==> config.mk <==
export PLATFORM = sky130hd
export DESIGN_NAME = parity_frame_tx
export DESIGN_NICKNAME = d
export VERILOG_FILES = /design/src/rtl/parity_frame_tx_pkg.sv /design/src/rtl/parity_frame_tx_odd_parity4.sv /design/src/rtl/parity_frame_tx.sv
export SDC_FILE = /design/constraint.sdc
export NUM_CORES = 1
export LEC_CHECK = 0
export CORE_ASPECT_RATIO = 1.1
export CORE_MARGIN = 8
export CORE_UTILIZATION = 45
export DETAILED_ROUTE_END_ITERATION = 8
export GPL_ROUTABILITY_DRIVEN = 0
export PLACE_DENSITY_LB_ADDON = 0.15
export SYNTH_ARGS = -nofsm -noshare
export SYNTH_HDL_FRONTEND = slang
export SYNTH_SLANG_ARGS = --single-unit
==> constraint.sdc <==
create_clock -name clk -period 1.9 [get_ports clk]
set_input_delay 0.19 -clock clk [delete_from_list [all_inputs] [get_ports clk]]
set_output_delay 0.19 -clock clk [all_outputs]
set_load 0.02 [all_outputs]
==> src/rtl/parity_frame_tx_pkg.sv <==
// parity_frame_tx_pkg: shared state encodings and line levels for the parity frame transmitter
package parity_frame_tx_pkg;
    typedef enum logic [2:0] {
        S_IDLE   = 3'd0,
        S_START  = 3'd1,
        S_DATA   = 3'd2,
        S_PARITY = 3'd3,
        S_STOP   = 3'd4
    } state_t;
    localparam int   FRAME_BITS  = 7;
    localparam logic START_LEVEL = 1'b0;
    localparam logic STOP_LEVEL  = 1'b1;
    localparam logic IDLE_LEVEL  = 1'b1;
endpackage

==> src/rtl/parity_frame_tx_odd_parity4.sv <==
// odd_parity4: combinational odd parity bit over four inputs
module odd_parity4 (
    input  logic a,
    input  logic b,
    input  logic c,
    input  logic d,
    output logic p
);
    assign p = ~(a ^ b ^ c ^ d);
endmodule

==> src/rtl/parity_frame_tx.sv <==
// parity_frame_tx: sends an accepted nibble as start, 4 data bits LSB first, odd parity, stop
module parity_frame_tx
    import parity_frame_tx_pkg::*;
#(
    parameter int CLKS_PER_BIT = 4,
    parameter int CNT_W        = 8
) (
    input  logic       clk,
    input  logic       rst,
    input  logic [3:0] din,
    input  logic       din_valid,
    output logic       din_ready,
    output logic       tx,
    output logic       busy,
    output logic       parity_out,
    output logic       frame_done
);
    state_t             state, state_nxt;
    logic [CNT_W-1:0]   cnt, cnt_nxt;
    logic [1:0]         bit_idx, bit_idx_nxt;
    logic [3:0]         shift, shift_nxt;
    logic               tx_nxt, par_nxt, done_nxt, p, end_bit;
    odd_parity4 u_par (.a(din[0]), .b(din[1]), .c(din[2]), .d(din[3]), .p(p));
    assign end_bit   = cnt == CNT_W'(CLKS_PER_BIT - 1);
    assign din_ready = state == S_IDLE;
    assign busy      = state != S_IDLE;
    always_comb begin
        state_nxt   = state;
        bit_idx_nxt = bit_idx;
        shift_nxt   = shift;
        par_nxt     = parity_out;
        done_nxt    = 1'b0;
        case (state)
            S_IDLE:   if (din_valid) begin
                          state_nxt = S_START;
                          shift_nxt = din;
                          par_nxt   = p;
                      end
            S_START:  if (end_bit) begin
                          state_nxt   = S_DATA;
                          bit_idx_nxt = 2'd0;
                      end
            S_DATA:   if (end_bit) begin
                          shift_nxt   = shift >> 1;
                          bit_idx_nxt = bit_idx + 2'd1;
                          state_nxt   = bit_idx == 2'd3 ? S_PARITY : S_DATA;
                      end
            S_PARITY: if (end_bit) state_nxt = S_STOP;
            S_STOP:   if (end_bit) begin
                          state_nxt = S_IDLE;
                          done_nxt  = 1'b1;
                      end
            default:  state_nxt = S_IDLE;
        endcase
        cnt_nxt = (state == S_IDLE || end_bit) ? '0 : cnt + 1'b1;
        // tx is registered, so it is decoded from where the FSM is heading
        tx_nxt  = state_nxt == S_START  ? START_LEVEL :
                  state_nxt == S_DATA   ? shift_nxt[0] :
                  state_nxt == S_PARITY ? par_nxt :
                  state_nxt == S_STOP   ? STOP_LEVEL : IDLE_LEVEL;
    end
    always_ff @(posedge clk or posedge rst) begin
        if (rst) begin
            state      <= S_IDLE;
            cnt        <= '0;
            bit_idx    <= 2'd0;
            shift      <= 4'd0;
            tx         <= IDLE_LEVEL;
            parity_out <= 1'b0;
            frame_done <= 1'b0;
        end else begin
            state      <= state_nxt;
            cnt        <= cnt_nxt;
            bit_idx    <= bit_idx_nxt;
            shift      <= shift_nxt;
            tx         <= tx_nxt;
            parity_out <= par_nxt;
            frame_done <= done_nxt;
        end
    end
endmodule

==> summary.md <==
| Metric | Value |
|---|---|
| Die area | `4230 µm²` |
| Max Freq | `567 MHz` |
| Peak VDD IR | `802 µV` |
| CTS sink count | `20` |
| Outcome | `finished clean` |
| CP Depth | `5` |
| Worst R2R End | `tx$_DFF_PP1_` |
| Synth area leader | `dfrtp_1` |
| Core Util, Final | `57.5%` |
| Routed len/inst | `14.4 µm` |
| Starting Density | `47.6%` |
| Clk_lat worst skew | `0.29 ns` |
| Comb power frac | `51.0%` |
| DIE WIDTH | `62.8 µm` |
| Final wirelength | `2240 µm` |
| Syn avg cell area | `10.2 µm²` |
| Iteration-0 DRC Markers | `17` |
| Main synth FF type | `dfrtp_1` |
| CTS clk-pin slew, worst paths | `0.11 ns` |
| First drt pass iteration count | `4` |
| Clock buffer depth | `2` |
| CTS tree | `done` |
| Final Hold Viols | `0` |
| Largest stage delay on the critical path | `0.58 ns` |
| Vias in the first global route | `926` |
| Cell Int Power | `1100 µW` |
| Vias | `829` |
| Syn Inst Count | `106` |
| Unique masters post-synth | `37` |
| Maxcap violations | `0` |
| Synthesized flop and latch total | `20` |
| Fillcell total | `197` |
| Cell Area, Synth | `1080 µm²` |
| Sequential fraction of the synthesis area | `46.4%` |
| Share of cells above drive strength 1 | `23.0%` |
| Post-synth EDFFs | `0` |
| Share of power burned in registers | `38.0%` |
| Io pins | `12` |
| N_diodes | `0` |
| Dpl cell area | `1260 µm²` |
| PortBufs | `11` |
| Register-to-register setup slack | `0.14 ns` |
| Max-slew headroom | `78.7%` |
| Initial antenna violation count | `0` |
| Final setup vio count | `0` |
| Fin nets | `136` |
| YS warnings | `0` |
| Die H | `67.4 µm` |
| Switching Share | `40.3%` |
| Post-route ant nets | `0` |
| Area grow syn2layout | `20.8%` |
| Net count after synthesis | `115` |
| Post-DR vias/cell | `5.31` |
| CORE AREA | `2270 µm²` |
| Worst path bufs/invs | `0` |
| Reg-to-Reg Start | `cnt[4]$_DFF_PP0_` |
| Worst R2R Path Depth | `5` |
| CP required | `2.12 ns` |
| First-pass GRT wire length | `4120 µm` |
| Number of remaining DRC errors | `0` |
| Top cell type's share of synthesized area | `43.9%` |
| DP HPWL | `1740 µm` |
| CP delay by family, top | `compound AO/OA/AOI/OAI gates` |
| Top cells by area, synth | `dfrtp_1 44%, xor2_1 4.0%, nor2_1 3.8%` |
| Power per standard cell area | `1410 nW/µm²` |
| CP endpoint kind | `flop` |
| Most frequent CP cell | `a311oi_2` |
| CTS Root Cell | `clkbuf_4` |
| Skew final | `0.0123 ns` |
| Post-route design area | `1310 µm²` |
| Worst-path maximum fanout | `5` |
| Min cycle time layout | `1.76 ns` |
| Fraction of registers with async set/reset | `100%` |
| Worst setup SP type | `flop` |
| Data arrival, critical path | `1.98 ns` |
| # H-tree levels | `1` |
| Total gr overflow | `0` |
| Hold Path Class | `input port to asynchronous set/reset pin` |
| Hold_buf cts | `0` |
| Row count | `18` |
| Pin count of the biggest net entering global routing | `21` |
| CP startpoint | `cnt[4]$_DFF_PP0_` |
| Worst Tran Pin Value | `0.316 ns` |
| CP Cell Sequence | `or4_4, o32ai_2, a311oi_2, a311oi_2, a21oi_1` |
| TritonCTS Buffers | `3` |
| Clock power frac | `11.0%` |
| Period utilization | `92.9%` |
| Worst Setup EP | `tx$_DFF_PP1_` |
| CP Class | `flop to flop` |
| GR Util All Layers | `12.1%` |
| P_sw | `743 µW` |
| Highest-delay cell along the critical path | `or4_4` |
| Max-slew violation count | `0` |
| Leak Pwr | `0.000592 µW` |
## metal layers
| metal | vias to the layer above | track usage [%] | part of all wire [%] |
|---|---|---|---|
| met5 | - | 0 | 0 |
| li1 | 414 | - | - |
| met4 | 0 | 4.84 | 1.3 |
| met2 | 9 | 21.5 | 50 |
| met1 | 402 | 13.9 | 45 |
| met3 | 4 | 2.81 | 3.3 |
## how the worst min path moves through the flow
stage / startpoint / to
floorplan: rst / bit_idx[0]$_DFFE_PP0P_
global placement: shift[3]$_DFFE_PP0P_ / shift[2]$_DFFE_PP0P_
detailed placement: shift[1]$_DFFE_PP0P_ / shift[1]$_DFFE_PP0P_
CTS: rst / frame_done$_DFF_PP0_
global route: rst / frame_done$_DFF_PP0_
finish: rst / frame_done$_DFF_PP0_
## Yosys cell counts, types with 3 or more instances
master	n
and3_1	3
dfrtp_1	19
nand3_1	8
inv_1	6
nor2_1	11
xnor2_1	4
o21ai_0	3
nand2_1	10
a22o_1	3
xor2_1	5
## final cells by class
cell class                 count  area (µm²)  area share [%]
multi-input combinational     77         556            42.5
sequential                    20         502            38.4
timing repair buffer          19         164            12.5
tap                           30        37.5            2.87
clock buffer                   4        26.3            2.01
inverter                       6        22.5            1.72
## sequential cells by signal (all words and copies together) (netlist names)
name and cells:
state 3, bit_idx 2, parity_out 1, shift 4, frame_done 1, cnt 8
tx 1
## worst register-to-register path: cells and delay by family (launching register included)
family	cells	cell delay (ns)
AOI/OAI and AO/OA	4	0.65
and+or+nand+nor	1	0.58
DFF	1	0.45
## power by group through the flow
stage	clock [µW]	combinational [µW]	sequential, µW
2_1_floorplan	0	609	698
3_3_place_gp	0	896	687
4_1_cts	212	907	690
3_5_place_dp	0	925	695
5_1_grt	234	1060	723
6_report	203	942	701
## metrics by stage
stage / hold WS (ns) / TNS (ns) / power (µW) / instances / worst slack, ns
6_report: 0.198 / 0 / 1850 / 156 / 0.135
2_1_floorplan: 0.153 / 0 / 1310 / 106 / 0.173
4_1_cts: 0.208 / 0 / 1810 / 156 / 0.0180
3_5_place_dp: 0.487 / 0 / 1620 / 152 / 0.0307
3_3_place_gp: 0.483 / 0 / 1580 / 152 / 0.0402
5_1_grt: 0.232 / -0.0118 / 2020 / 156 / -0.0118
## repair_timing
item,in CTS,in global routing
resized for setup,2,8
setup buffers,0,0
setup endpoints to repair,2,8
pin swaps,0,2
## layout by cell type, fill, tap and decap left out, types with 2 or more instances in the layout
master and count:
nand3_1 8, a21oi_1 2, o21ai_0 2, buf_4 8, and3_1 3, nor2_1 10
a22o_1 3, a311oi_2 2, nand2_1 10, clkbuf_4 3, dfrtp_1 19, clkdlybuf4s50_1 9
or2_2 2, inv_1 6, or4b_1 2, xor2_1 5, or3_1 2, xnor2_1 4
a22oi_1 2
## cell families (layout without fill, tap and decap cells)
| logic type | count (synthesis) | after routing | synth area share, % |
|---|---|---|---|
| muxes | 2 | 2 | 1.97 |
| DFF | 20 | 20 | 46.4 |
| xor gates and xnor gates | 9 | 9 | 7.28 |
| AOI/OAI and AO/OA | 17 | 17 | 13.6 |
| and+or+nand+nor | 47 | 47 | 23.9 |
| adders and majority gates | 2 | 2 | 2.31 |
| buffers and inverters | 9 | 29 | 4.51 |
Power figures use the tool's default switching activity.
==> edit 1: new RTL, same settings <==
Change the parameter `CNT_W` from 8 to 10.
--- a/src/rtl/parity_frame_tx.sv
+++ b/src/rtl/parity_frame_tx.sv
@@ -3,7 +3,7 @@
     import parity_frame_tx_pkg::*;
 #(
     parameter int CLKS_PER_BIT = 4,
-    parameter int CNT_W        = 8
+    parameter int CNT_W        = 10
 ) (
     input  logic       clk,
     input  logic       rst,
Formal check against the unedited RTL: same outputs for any inputs over 10 cycles, from zero or initial values and one cycle with rst high; that may be too few to reach the edited logic, so the function may still have changed.
==> edit 1 against the unedited design <==
  * Clock power increased by 73%
  * Count of clock-buffer cells in the layout decreased by 1
  * Cell area up 7.2%
  * Power is 5.3% higher
  * Non-clock buffer count is 4 lower
  * Setup slack worse by 0.057 ns
  * Global-route usage is 2.3 points lower
  * Hold slack worse by 0.020 ns
  * Sequential cell count increased by 2
  * Clock skew shrank 0.0024 ns
  * Synthesized area up 9.4%
  * Wire length is 0.22% lower
  * Critical endpoint is now din_ready
  * Largest power group unchanged
==> edit 1: results (changes against the unedited design) <==
- Endpoint of the lowest-slack register-to-register path: bit_idx[0]$_DFFE_PP0P_
- Slowest library cell on the worst path: sky130_fd_sc_hd__clkdlybuf4s50_1
* Fraction of final layout cells sized beyond drive strength 1: 16.41% (-6.6 points)
- Via count of the first global-routing pass: 786 (-15%)
- Static leakage: 0.6237 nW (+5.3%)
* Global-route wire length before repair: 3657 µm (-11%)
- Share of async-settable or async-resettable flops after synthesis: 100.0% (unchanged)
* Synth Area in Compound Gates: 12.05% (-1.6 points)
* Reg-to-reg setup timing slack: 0.12 ns (-0.02 ns)
- The TritonCTS buffer count came to 3 (unchanged).
* Sequential area share after synthesis: 46.62% (+0.26 points)
- Net count after synthesis: 124 (+7.8%)
- Mux contribution to synthesized area: 0.8457% (-1.1 points)
- The count of placed standard cells in the final layout, fillers left out came to 159 (+1.9%).
- The maximum fanout along the worst path came to 3 (-2).
- In the final layout, the registers with the most flip-flops are cnt (10), shift (4), state (3).
- The latest clock arrival within the worst-skew pair is 0.31 ns (+0.02 ns).
- The initial DRC count was 21 (+4).
* Number of antenna violations at the first check in global routing: 0 (unchanged)
* Slew at the pin with the worst max-slew slack: 0.4721 ns (+0.1561 ns)
* Synth Area in Adders: 2.114% (-0.20 points)
- Worst Reg-to-Reg Cells: 6 (+1)
- By area the synthesized netlist is led by sky130_fd_sc_hd__dfrtp_1 44%, sky130_fd_sc_hd__xnor2_1 5.2%, sky130_fd_sc_hd__nor2_1 4.8%, sky130_fd_sc_hd__and3_1 3.2%, sky130_fd_sc_hd__xor2_1 3.0%.
- Tightest hold margin: 0.1781 ns (-0.01996 ns)
* Mean instance size in the synthesized netlist: 10.29 µm² (+0.81%)
* GRT Util Overall: 9.758% (-2.3 points)
* Number of distinct library cells after synthesis: 41 (+11%)
- By count the netlist is led by 21 x sky130_fd_sc_hd__dfrtp_1, 15 x sky130_fd_sc_hd__nor2_1, 9 x sky130_fd_sc_hd__nand2_1.
* Number of nets in the layout: 138 (+1.5%)
* Cell family with the largest share of critical-path delay: buffers and inverters
- The parity-gate share of the synthesized area counting xor and xnor cells was 8.140% (+0.86 points).
* Total via count after detailed routing: 873 (+5.3%)
- The worst register-to-register path begins at cnt[0]$_DFF_PP0_.
- The arrival time of the worst setup path is 1.63 ns (-0.35 ns).
- The antenna diode instance count came to 0 (unchanged).
* Delay contributed by the slowest stage of the critical path: 0.64 ns (+0.06 ns)
- Cell area after placement: 1319 µm² (+4.4%)
- The run finished with clean final reports.
* Routed wirelength normalized by instance count: 14.06 µm (-2.1%)
* Pin count of the biggest net entering global routing: 14 (-33%)
* # placed instances: 155 (+2.0%)
* Register clock-pin slew on the reported worst setup and hold paths: 0.13 ns (+0.02 ns)
* Final HPWL DP: 1695 µm (-2.8%)
- DP Worst Slack: 0.04065 ns (+0.009914 ns)
* IR Drop Worst-Case VDD: 0.7871 mV (-1.9%)
* Clock skew: 0.009894 ns (-0.002364 ns)
[edit 1: how the worst max path moves through the flow]
stage / slack, ns / start / depth (start not counted) / to
5_1_grt: 0.007 / state[2]$_DFF_PP0_ / 2 / din_ready
6_report: 0.08 / state[2]$_DFF_PP0_ / 2 / din_ready
2_1_floorplan: 0.005 / state[2]$_DFF_PP0_ / 6 / cnt[2]$_DFF_PP0_
4_1_cts: 0.02 / state[1]$_DFF_PP0_ / 2 / din_ready
3_3_place_gp: 0.04 / cnt[0]$_DFF_PP0_ / 5 / tx$_DFF_PP1_
3_5_place_dp: 0.04 / cnt[0]$_DFF_PP0_ / 5 / tx$_DFF_PP1_
[edit 1: power breakdown]
group	internal, W	switching [W]
sequential	0.000609	0.000133
clock	0.000213	0.000139
combinational	0.000385	0.000464
total	0.00121	0.000735
[edit 1: kinds of logic (layout without fill, tap and decap cells)]
logic type	count (synthesis)	count (layout)
AND/OR/NAND/NOR	52	52
buffers and inverters	11	24
flip-flops	22	22
XOR/XNOR	11	11
AO/OA/AOI/OAI	16	16
adder cells (fa/ha/maj)	2	2
multiplexers	1	1
[edit 1: area by class of cell]
type	instances	area, µm²
sequential	22	553.0
timing repair buffer	15	142.6
clock buffer	3	22.52
inverter	5	18.77
clock inverter	1	30.03
multi-input combinational	82	595.6
fill	237	1095
tap	31	38.79
[edit 1: layer usage]
layer / vias up / GRT usage (%) / routed length (µm)
met1: 428 / 11.63 / 995
met4: 0 / 2.913 / 23
met2: 11 / 16.26 / 1118
met5: - / 0 / 0
met3: 4 / 2.908 / 98
li1: 430 / - / -
[edit 1: what timing repair did]
action | in CTS | in global routing
endpoints found under the hold margin | 0 | 0
endpoints found under the setup margin | 2 | 15
gates resized for setup | 1 | 7
==> edit 2: new RTL, same flow settings <==
Without the edit above. The 5 states of `state_t` get a Gray code encoding in 3 bits.
--- a/src/rtl/parity_frame_tx_pkg.sv
+++ b/src/rtl/parity_frame_tx_pkg.sv
@@ -1,11 +1,11 @@
 // parity_frame_tx_pkg: shared state encodings and line levels for the parity frame transmitter
 package parity_frame_tx_pkg;
     typedef enum logic [2:0] {
-        S_IDLE   = 3'd0,
-        S_START  = 3'd1,
-        S_DATA   = 3'd2,
-        S_PARITY = 3'd3,
-        S_STOP   = 3'd4
+        S_IDLE   = 3'b000,
+        S_START  = 3'b001,
+        S_DATA   = 3'b011,
+        S_PARITY = 3'b010,
+        S_STOP   = 3'b110
     } state_t;
     localparam int   FRAME_BITS  = 7;
     localparam logic START_LEVEL = 1'b0;
Behaviour: no difference found for any inputs over 10 cycles, from zero or initial values and one cycle with rst high; not proved beyond that.
==> edit 2 against the unedited design <==
  * Synthesized cell count shrank 9.4%
  * Critical endpoint is now din_ready
  * Sequential power increased by 4.7%
  * Setup slack better by 0.023 ns
  * Critical path type is now flop to primary output
  * Synthesized area is 8.8% lower
  * Wire length down 16%
  * Critical path depth down 2
  * Power is 2.4% lower
  * Cell area down 5.3%
  * Sequential cell count did not move
==> edit 2: results (changes against the unedited design) <==
- Slew at the pin with the worst max-slew slack: 0.3304 ns (+0.01437 ns)
- The clock skew after layout was 0.005258 ns (-0.007000 ns).
- Number of nets in the layout: 126 (-7.4%)
* Met3 wire len: 51 µm (-30%)
* Slowest library cell on the worst path: sky130_fd_sc_hd__or3_1
- Sequential area share after synthesis: 50.82% (+4.5 points)
* Global-route track usage on met1: 12.35% (-1.5 points)
- Met2 wire len: 968 µm (-14%)
- The initial DRC count is 20 (+3).
- The power per cell area came to 1453 nW/µm² (+3.0%).
- Sum of routed wire length over all layers: 1881 µm (-16%)
- M3 GR Usage: 1.953% (-0.86 points)
- The first-pass GRT wire length came to 3132 µm (-24%).
* Worst Reg-to-Reg Cells: 6 (+1)
- The met1 layer wirelength in the final routing came to 841 µm (-17%).
* DR vias/cell: 4.993 (-6.0%)
* Net count after synthesis: 105 (-8.7%)
- Cell area after placement: 1177 µm² (-6.8%)
* Power Sequential: 0.000734 W (+4.7%)
- The detailed placer's ending HPWL is 1437 µm (-18%).
- The most critical setup path has its startpoint at state[2]$_DFF_PP0_.
* Status: complete, no violations
* Clock group power: 0.000345 W (+70%)
- The total negative slack for setup checks came to 0 ns (unchanged).
- The number of unique standard cell types used by synthesis came to 31 (-16%).
- Cell family with the largest share of critical-path delay: buffers and inverters
- Cell-internal power: 0.001180 W (+7.1%)
* Tightest hold margin: 0.1923 ns (-0.005818 ns)
- The share of post-route cells with drive strength above 1 came to 15.52% (-7.5 points).
- GRT Util Overall: 10.35% (-1.7 points)
- Data arrival, critical path: 1.55 ns (-0.43 ns)
- Capture point of the worst path: din_ready
- Static leakage: 0.5632 nW (-4.9%)
- Startpoint of the worst-slack reg-to-reg timing path: cnt[0]$_DFF_PP0_
- Delay contributed by the slowest stage of the critical path: 0.43 ns (-0.15 ns)
* Global-route track usage on met2: 17.06% (-4.4 points)
- Reg-to-reg setup timing slack: 0.18 ns (+0.04 ns)
- After synthesis, the cell types taking the most area are sky130_fd_sc_hd__dfrtp_1 48%, sky130_fd_sc_hd__xnor2_1 4.4%, sky130_fd_sc_hd__nand2_1 4.2%, sky130_fd_sc_hd__xor2_1 3.5%, sky130_fd_sc_hd__nor2_1 3.4%.
- Top cell types by occurrence after synthesis: 19 x sky130_fd_sc_hd__dfrtp_1, 11 x sky130_fd_sc_hd__nand2_1, 9 x sky130_fd_sc_hd__nor2_1
* Worst Path Max Fanout: 4 (-1)
* Via count of the first global-routing pass: 713 (-23%)
- Final-layout fill cell count: 214 (+8.6%)
[edit 2: area by class of cell]
type	instances	share of cell area (%)
clock buffer	3	1.818
clock inverter	1	2.424
inverter	4	1.212
multi-input combinational	70	38.08
sequential	20	40.50
tap	30	3.030
timing repair buffer	18	12.93
[edit 2: logic make-up after synthesis]
family | after synthesis | synth area share, %
DFF | 20 | 50.82
muxes | 4 | 4.309
and+or+nand+nor | 39 | 21.42
xor gates and xnor gates | 9 | 7.984
AOI/OAI and AO/OA | 16 | 10.39
adders and majority gates | 2 | 2.534
buffers and inverters | 6 | 2.534
[edit 2: what timing repair did]
item | 4_1_cts | 5_1_grt
hold buffers | 0 | 0
setup buffers | 0 | 0
endpoints found under the setup margin | 2 | 1
resized for setup | 2 | 2
[edit 2: through the flow]
| step | setup slack, ns | std cells |
|---|---|---|
| after detailed placement | 0.1176 | 142 |
| after global placement | 0.1398 | 142 |
| final | 0.1579 | 146 |
| after global routing | -0.01077 | 146 |
| after CTS | 0.08596 | 146 |
| after floorplan | 0.2107 | 96 |
